==> src/rtl/multdiv_seq_ctrl_if.sv <==
// Handshake bundle between the mul/div issue logic and the step sequencer.
// Master drives start/stall/flush; slave (the sequencer) drives the step decodes.
interface multdiv_seq_ctrl_if #(
  parameter int unsigned CNT_W = 6
);
  logic             ctrl_MULT;
  logic             ctrl_DIV;
  logic             stall;
  logic             flush;
  logic             busy;
  logic             op_div;
  logic [CNT_W-1:0] count;
  logic             step_first;
  logic             step_last;
  logic             ready;

  modport master (
    output ctrl_MULT, ctrl_DIV, stall, flush,
    input  busy, op_div, count, step_first, step_last, ready
  );

  modport slave (
    input  ctrl_MULT, ctrl_DIV, stall, flush,
    output busy, op_div, count, step_first, step_last, ready
  );
endinterface

==> src/rtl/multdiv_seq_ctrl.sv <==
// Step sequencer for the multi-cycle multiply/divide datapath: IDLE -> RUN (N steps) -> DONE.
// Outputs are decoded only from registered state, count and operation.
module multdiv_seq_ctrl #(
  parameter int unsigned CNT_W       = 6,
  parameter int unsigned MULT_CYCLES = 32,
  parameter int unsigned DIV_CYCLES  = 32
) (
  input  logic                clock,
  input  logic                reset,
  multdiv_seq_ctrl_if.slave   bus
);

  typedef enum logic [1:0] {
    S_IDLE = 2'd0,
    S_RUN  = 2'd1,
    S_DONE = 2'd2
  } state_t;

  localparam logic [CNT_W-1:0] MULT_LAST = CNT_W'(MULT_CYCLES - 1);
  localparam logic [CNT_W-1:0] DIV_LAST  = CNT_W'(DIV_CYCLES - 1);

  state_t           r_state;
  logic [CNT_W-1:0] r_count;
  logic             r_op_div;

  state_t           w_state_nxt;
  logic [CNT_W-1:0] w_count_nxt;
  logic             w_op_div_nxt;
  logic             w_start;
  logic             w_start_div;
  logic [CNT_W-1:0] w_last;

  // Multiply wins when both start pulses coincide.
  assign w_start     = bus.ctrl_MULT | bus.ctrl_DIV;
  assign w_start_div = bus.ctrl_DIV & ~bus.ctrl_MULT;
  assign w_last      = r_op_div ? DIV_LAST : MULT_LAST;

  always_ff @(posedge clock) begin
    if (reset) begin
      r_state  <= S_IDLE;
      r_count  <= '0;
      r_op_div <= 1'b0;
    end else begin
      r_state  <= w_state_nxt;
      r_count  <= w_count_nxt;
      r_op_div <= w_op_div_nxt;
    end
  end

  // Next-state: flush > start > stall > advance.
  always_comb begin
    w_state_nxt  = r_state;
    w_count_nxt  = r_count;
    w_op_div_nxt = r_op_div;
    unique case (r_state)
      S_IDLE: begin
        w_count_nxt = '0;
        if (!bus.flush && w_start) begin
          w_state_nxt  = S_RUN;
          w_op_div_nxt = w_start_div;
        end
      end
      S_RUN: begin
        if (bus.flush) begin
          w_state_nxt = S_IDLE;
          w_count_nxt = '0;
        end else if (w_start) begin
          w_count_nxt  = '0;
          w_op_div_nxt = w_start_div;
        end else if (!bus.stall) begin
          if (r_count == w_last) begin
            w_state_nxt = S_DONE;
            w_count_nxt = '0;
          end else begin
            w_count_nxt = r_count + CNT_W'(1);
          end
        end
      end
      S_DONE: begin
        w_count_nxt = '0;
        if (!bus.flush && w_start) begin
          w_state_nxt  = S_RUN;
          w_op_div_nxt = w_start_div;
        end else begin
          w_state_nxt = S_IDLE;
        end
      end
      default: begin
        w_state_nxt = S_IDLE;
        w_count_nxt = '0;
      end
    endcase
  end

  assign bus.busy       = (r_state == S_RUN);
  assign bus.op_div     = r_op_div;
  assign bus.count      = r_count;
  assign bus.step_first = (r_state == S_RUN) && (r_count == '0);
  assign bus.step_last  = (r_state == S_RUN) && (r_count == w_last);
  assign bus.ready      = (r_state == S_DONE);

endmodule
==> src/flat_wrapper.sv <==
// flat-port wrapper written by rule: the top's interface ports become plain ports
module multdiv_seq_ctrl_flat 
#(
  parameter int unsigned CNT_W       = 6,
  parameter int unsigned MULT_CYCLES = 32,
  parameter int unsigned DIV_CYCLES  = 32
)
  (clock, reset, bus_ctrl_MULT, bus_ctrl_DIV, bus_stall, bus_flush, bus_busy, bus_op_div, bus_count, bus_step_first, bus_step_last, bus_ready);
  multdiv_seq_ctrl_if #(.CNT_W(CNT_W)) bus_i ();
  input  logic clock;
  input  logic reset;
  input wire logic [$bits(bus_i.ctrl_MULT)-1:0] bus_ctrl_MULT;
  input wire logic [$bits(bus_i.ctrl_DIV)-1:0] bus_ctrl_DIV;
  input wire logic [$bits(bus_i.stall)-1:0] bus_stall;
  input wire logic [$bits(bus_i.flush)-1:0] bus_flush;
  output wire logic [$bits(bus_i.busy)-1:0] bus_busy;
  output wire logic [$bits(bus_i.op_div)-1:0] bus_op_div;
  output wire logic [$bits(bus_i.count)-1:0] bus_count;
  output wire logic [$bits(bus_i.step_first)-1:0] bus_step_first;
  output wire logic [$bits(bus_i.step_last)-1:0] bus_step_last;
  output wire logic [$bits(bus_i.ready)-1:0] bus_ready;
  assign bus_i.ctrl_MULT = bus_ctrl_MULT;
  assign bus_i.ctrl_DIV = bus_ctrl_DIV;
  assign bus_i.stall = bus_stall;
  assign bus_i.flush = bus_flush;
  assign bus_busy = bus_i.busy;
  assign bus_op_div = bus_i.op_div;
  assign bus_count = bus_i.count;
  assign bus_step_first = bus_i.step_first;
  assign bus_step_last = bus_i.step_last;
  assign bus_ready = bus_i.ready;
  multdiv_seq_ctrl #(.CNT_W(CNT_W), .MULT_CYCLES(MULT_CYCLES), .DIV_CYCLES(DIV_CYCLES)) u_core (.clock(clock), .reset(reset), .bus(bus_i));
endmodule
==> config.mk <==
export PLATFORM = sky130hd
export DESIGN_NAME = multdiv_seq_ctrl_flat
export DESIGN_NICKNAME = d
export VERILOG_FILES = /design/src/rtl/multdiv_seq_ctrl_if.sv /design/src/rtl/multdiv_seq_ctrl.sv /design/src/flat_wrapper.sv
export SDC_FILE = /design/constraint.sdc
export NUM_CORES = 1
export LEC_CHECK = 0
export BUFFER_PORTS_ARGS = -buffer_cell sky130_fd_sc_hd__buf_4
export CAP_MARGIN = 20
export CORE_AREA = 2 2 39 41
export DETAILED_ROUTE_END_ITERATION = 10
export DIE_AREA = 0 0 41 43
export PLACE_DENSITY_LB_ADDON = 0.08
export SYNTH_ARGS = -nofsm -noshare
export SYNTH_HDL_FRONTEND = slang
export SYNTH_SLANG_ARGS = --single-unit
export TNS_END_PERCENT = 30
==> constraint.sdc <==
create_clock -name clock -period 1.35 [get_ports clock]
set_clock_uncertainty 0.2 [all_clocks]
set_input_delay 0.135 -clock clock [delete_from_list [all_inputs] [get_ports clock]]
set_output_delay 0.135 -clock clock [all_outputs]
set_load 0.01 [all_outputs]
==> results.yml <==
placement:
  gp_congestion: 0.763
  port_buffers: 16
  hpwl_um: 861
  dp.cells: 94
drt:
  antenna_left: 0
  vias_per_cell: 4.98
  drc: 0
  post_drt_wl_per_cell_um: 13.0
  drtIter0Drc: 4
  drtPass1Iterations: 4
  vias: 518
  routed_wirelength_mm: 1.36
sta:
  finalMaxSlewViolations: 0
  worst_slack_ns: -0.500
  finalHoldViolations: 0
  setup_viol: 9
  relSlewSlack_pct: 85.6
  fin_crit_ns: 1.85
  max_freq_ghz: 0.540
  fin_crit_sh_pct: 137
  rsz0062_at_grt: "true"
  tightest_slew_ns: 0.216
critical_path:
  start_kind: "flip-flop"
  worstPathArrival_ns: 1.52
  rrSetupSlack_ns: -0.22
  cp-end-kind: "output pin"
  cp_max_fo: 2
  critPathLaunch: "u_core.bus.count[0]$_SDFFE_PP0N_"
  worst-r2r-cell-count: 7
  crit_end: "bus_step_first"
  worstSetupPathType: "reg2out"
  required_ns: 1.01
  regToRegStartpoint: "u_core.bus.count[0]$_SDFFE_PP0N_"
  r2r_end: "u_core.bus.count[5]$_SDFFE_PP0N_"
die:
  die_y_um: 43
  boundaryPins: 17
  start_util_pct: 33.5
  die_area_mm2: 0.00176
  core-area_mm2: 0.00138
  row_count: 14
  die_w_um: 41
global_route:
  grt_overflow_total: 0
  grt_pass1_vias: 501
  grt_pass1_wl_mm: 2.12
  grt_usage_pct: 17.7
  antenna_found_initial: 0
  grt_max_degree: 8
clocking:
  clkSinkCount: 9
  clockBufferDepth: 2
  htree_levels: 1
  cts.clk_slew.worst_paths_ns: 0.06
  numCtsBuffers: 3
  cts_root_buffer: "clkbuf_4"
  cts_tree: "built"
  clk_latency_ns: 0.26
power_and_ir_drop:
  leakage_nw: 0.403
  peakVddDrop_mv: 0.381
  total_power_uw: 543
  p_per_area_mw_per_mm2: 611
logic_synthesis:
  ys.flop_type: "dfxtp_1"
  synth-seq-area-share_pct: 38.8
  yosys_warnings: 0
  yosysMostFrequentCell: "dfxtp_1"
  synth_area_leaders: "dfxtp_1, xor2_1, ha_1, nand4b_4, nor2_1"
  synth_nets: 56
  syn_area_per_cell_um2: 9.67
  synth_edf_count: 0
  synth_cell_type_count: 26
  netlist.area_leader.share_pct: 38.8
  synth_commonest_cells: "dfxtp_1, nor2_1, inv_1, nor3_1, xor2_1"
  ys_ff_latch: 9
  synthArstFlopShare_pct: 0
  synth_area_leader_cell: "dfxtp_1"
  synth_cells: 48
  synth_area_um2: 464
finish:
  post-route-util_pct: 64.2
  fin_nets: 97
  fin_cells: 104
  antenna_cells: 0
  area_growth_pct: 91.4
  n_fill_cell: 117
  layout-drive-gt1-share_pct: 65.9
run_status:
  status: "finished with violations"
  violations: "negative setup slack"
min_path:
  worst_hold_path_type: "in2reg"
flow_run:
  maxCapViolations: 0
## layer usage
metal | share of wire, % | global-route usage [%] | vias up
li1 | - | - | 255
met1 | 40 | 22.0 | 246
met2 | 54 | 28.1 | 15
met3 | 4.5 | 3.14 | 2
met4 | 0.59 | 8.00 | 0
met5 | 0 | 0 | -
## cells in the final DEF, fill, tap and decap left out, types with 2 or more instances in the layout
master         count
xor2_1             3
dlygate4sd3_1      3
a211oi_2           2
dfxtp_1            7
buf_6              2
buf_4             32
ha_4               2
nor3b_2            2
nor3_2             2
nor2_1             5
a21oi_2            2
inv_2              2
clkbuf_4           3
## through the flow
stage,setup TNS (ns),cell area [µm²],hold WS (ns),setup WS [ns]
floorplan,-0.544,474,0.00776,-0.179
detailed placement,-0.579,716,0.123,-0.246
CTS,-1.60,843,0.00793,-0.517
global placement,-0.546,716,0.121,-0.228
global route,-2.56,888,0.0157,-0.550
finish,-1.97,888,0.0129,-0.500
## worst min-delay path by stage
stage / cells past startpoint / slack [ns] / to / startpoint
floorplan: 1 / 0.008 / u_core.bus.op_div$_SDFFE_PP0P_ / reset
detailed placement: 2 / 0.12 / u_core.r_state[0]$_SDFFE_PP0P_ / reset
finish: 3 / 0.01 / u_core.bus.op_div$_SDFFE_PP0P_ / bus_ctrl_DIV
global route: 3 / 0.02 / u_core.bus.op_div$_SDFFE_PP0P_ / bus_ctrl_DIV
global placement: 2 / 0.12 / u_core.r_state[0]$_SDFFE_PP0P_ / reset
CTS: 3 / 0.008 / u_core.r_state[1]$_SDFFE_PP0P_ / bus_stall
## layout make-up
| type | instances | area (µm²) | area share (%) |
|---|---|---|---|
| sequential | 9 | 185 | 20.8 |
| multi-input combinational | 35 | 353 | 39.7 |
| inverter | 3 | 11.3 | 1.27 |
| timing repair buffer | 37 | 293 | 33.0 |
| clock buffer | 4 | 26.3 | 2.96 |
| tap | 16 | 20.0 | 2.25 |
## flip-flops by register name, summed over array words and instances, names as in the netlist
register and cells:
u_core.bus.count 6, u_core.r_state 2, u_core.bus.op_div 1
## critical path, cell delays in order (launching register included)
cell and delay, ns:
dfxtp_4 0.34, inv_2 0.06, ha_4 0.11, or4b_4 0.45, nor3b_2 0.16, buf_4 0.13
## power breakdown
part | switching, mW | internal (mW)
sequential | 0.00206 | 0.267
clock | 0.0941 | 0.114
combinational | 0.0276 | 0.0380
## cells by family (layout without fill, tap and decap cells)
group	count (synthesis)	count (layout)	share of synthesized area, %
AO/OA/AOI/OAI	7	7	10.8
XOR/XNOR	4	4	7.55
flip-flops	9	9	38.8
buffers and inverters	4	44	4.85
adder cells (fa/ha/maj)	2	2	5.39
multiplexers	1	1	2.16
AND/OR/NAND/NOR	21	21	30.5
## repair_timing
action | 4_1_cts | 5_1_grt
setup buffers | 3 | 0
resized for setup | 10 | 9
pin swaps | 9 | 1
hold buffers | 3 | 0
hold endpoints to repair | 2 | 0
endpoints found under the setup margin | 8 | 12
Note: power is estimated with default switching activity, not from simulation.
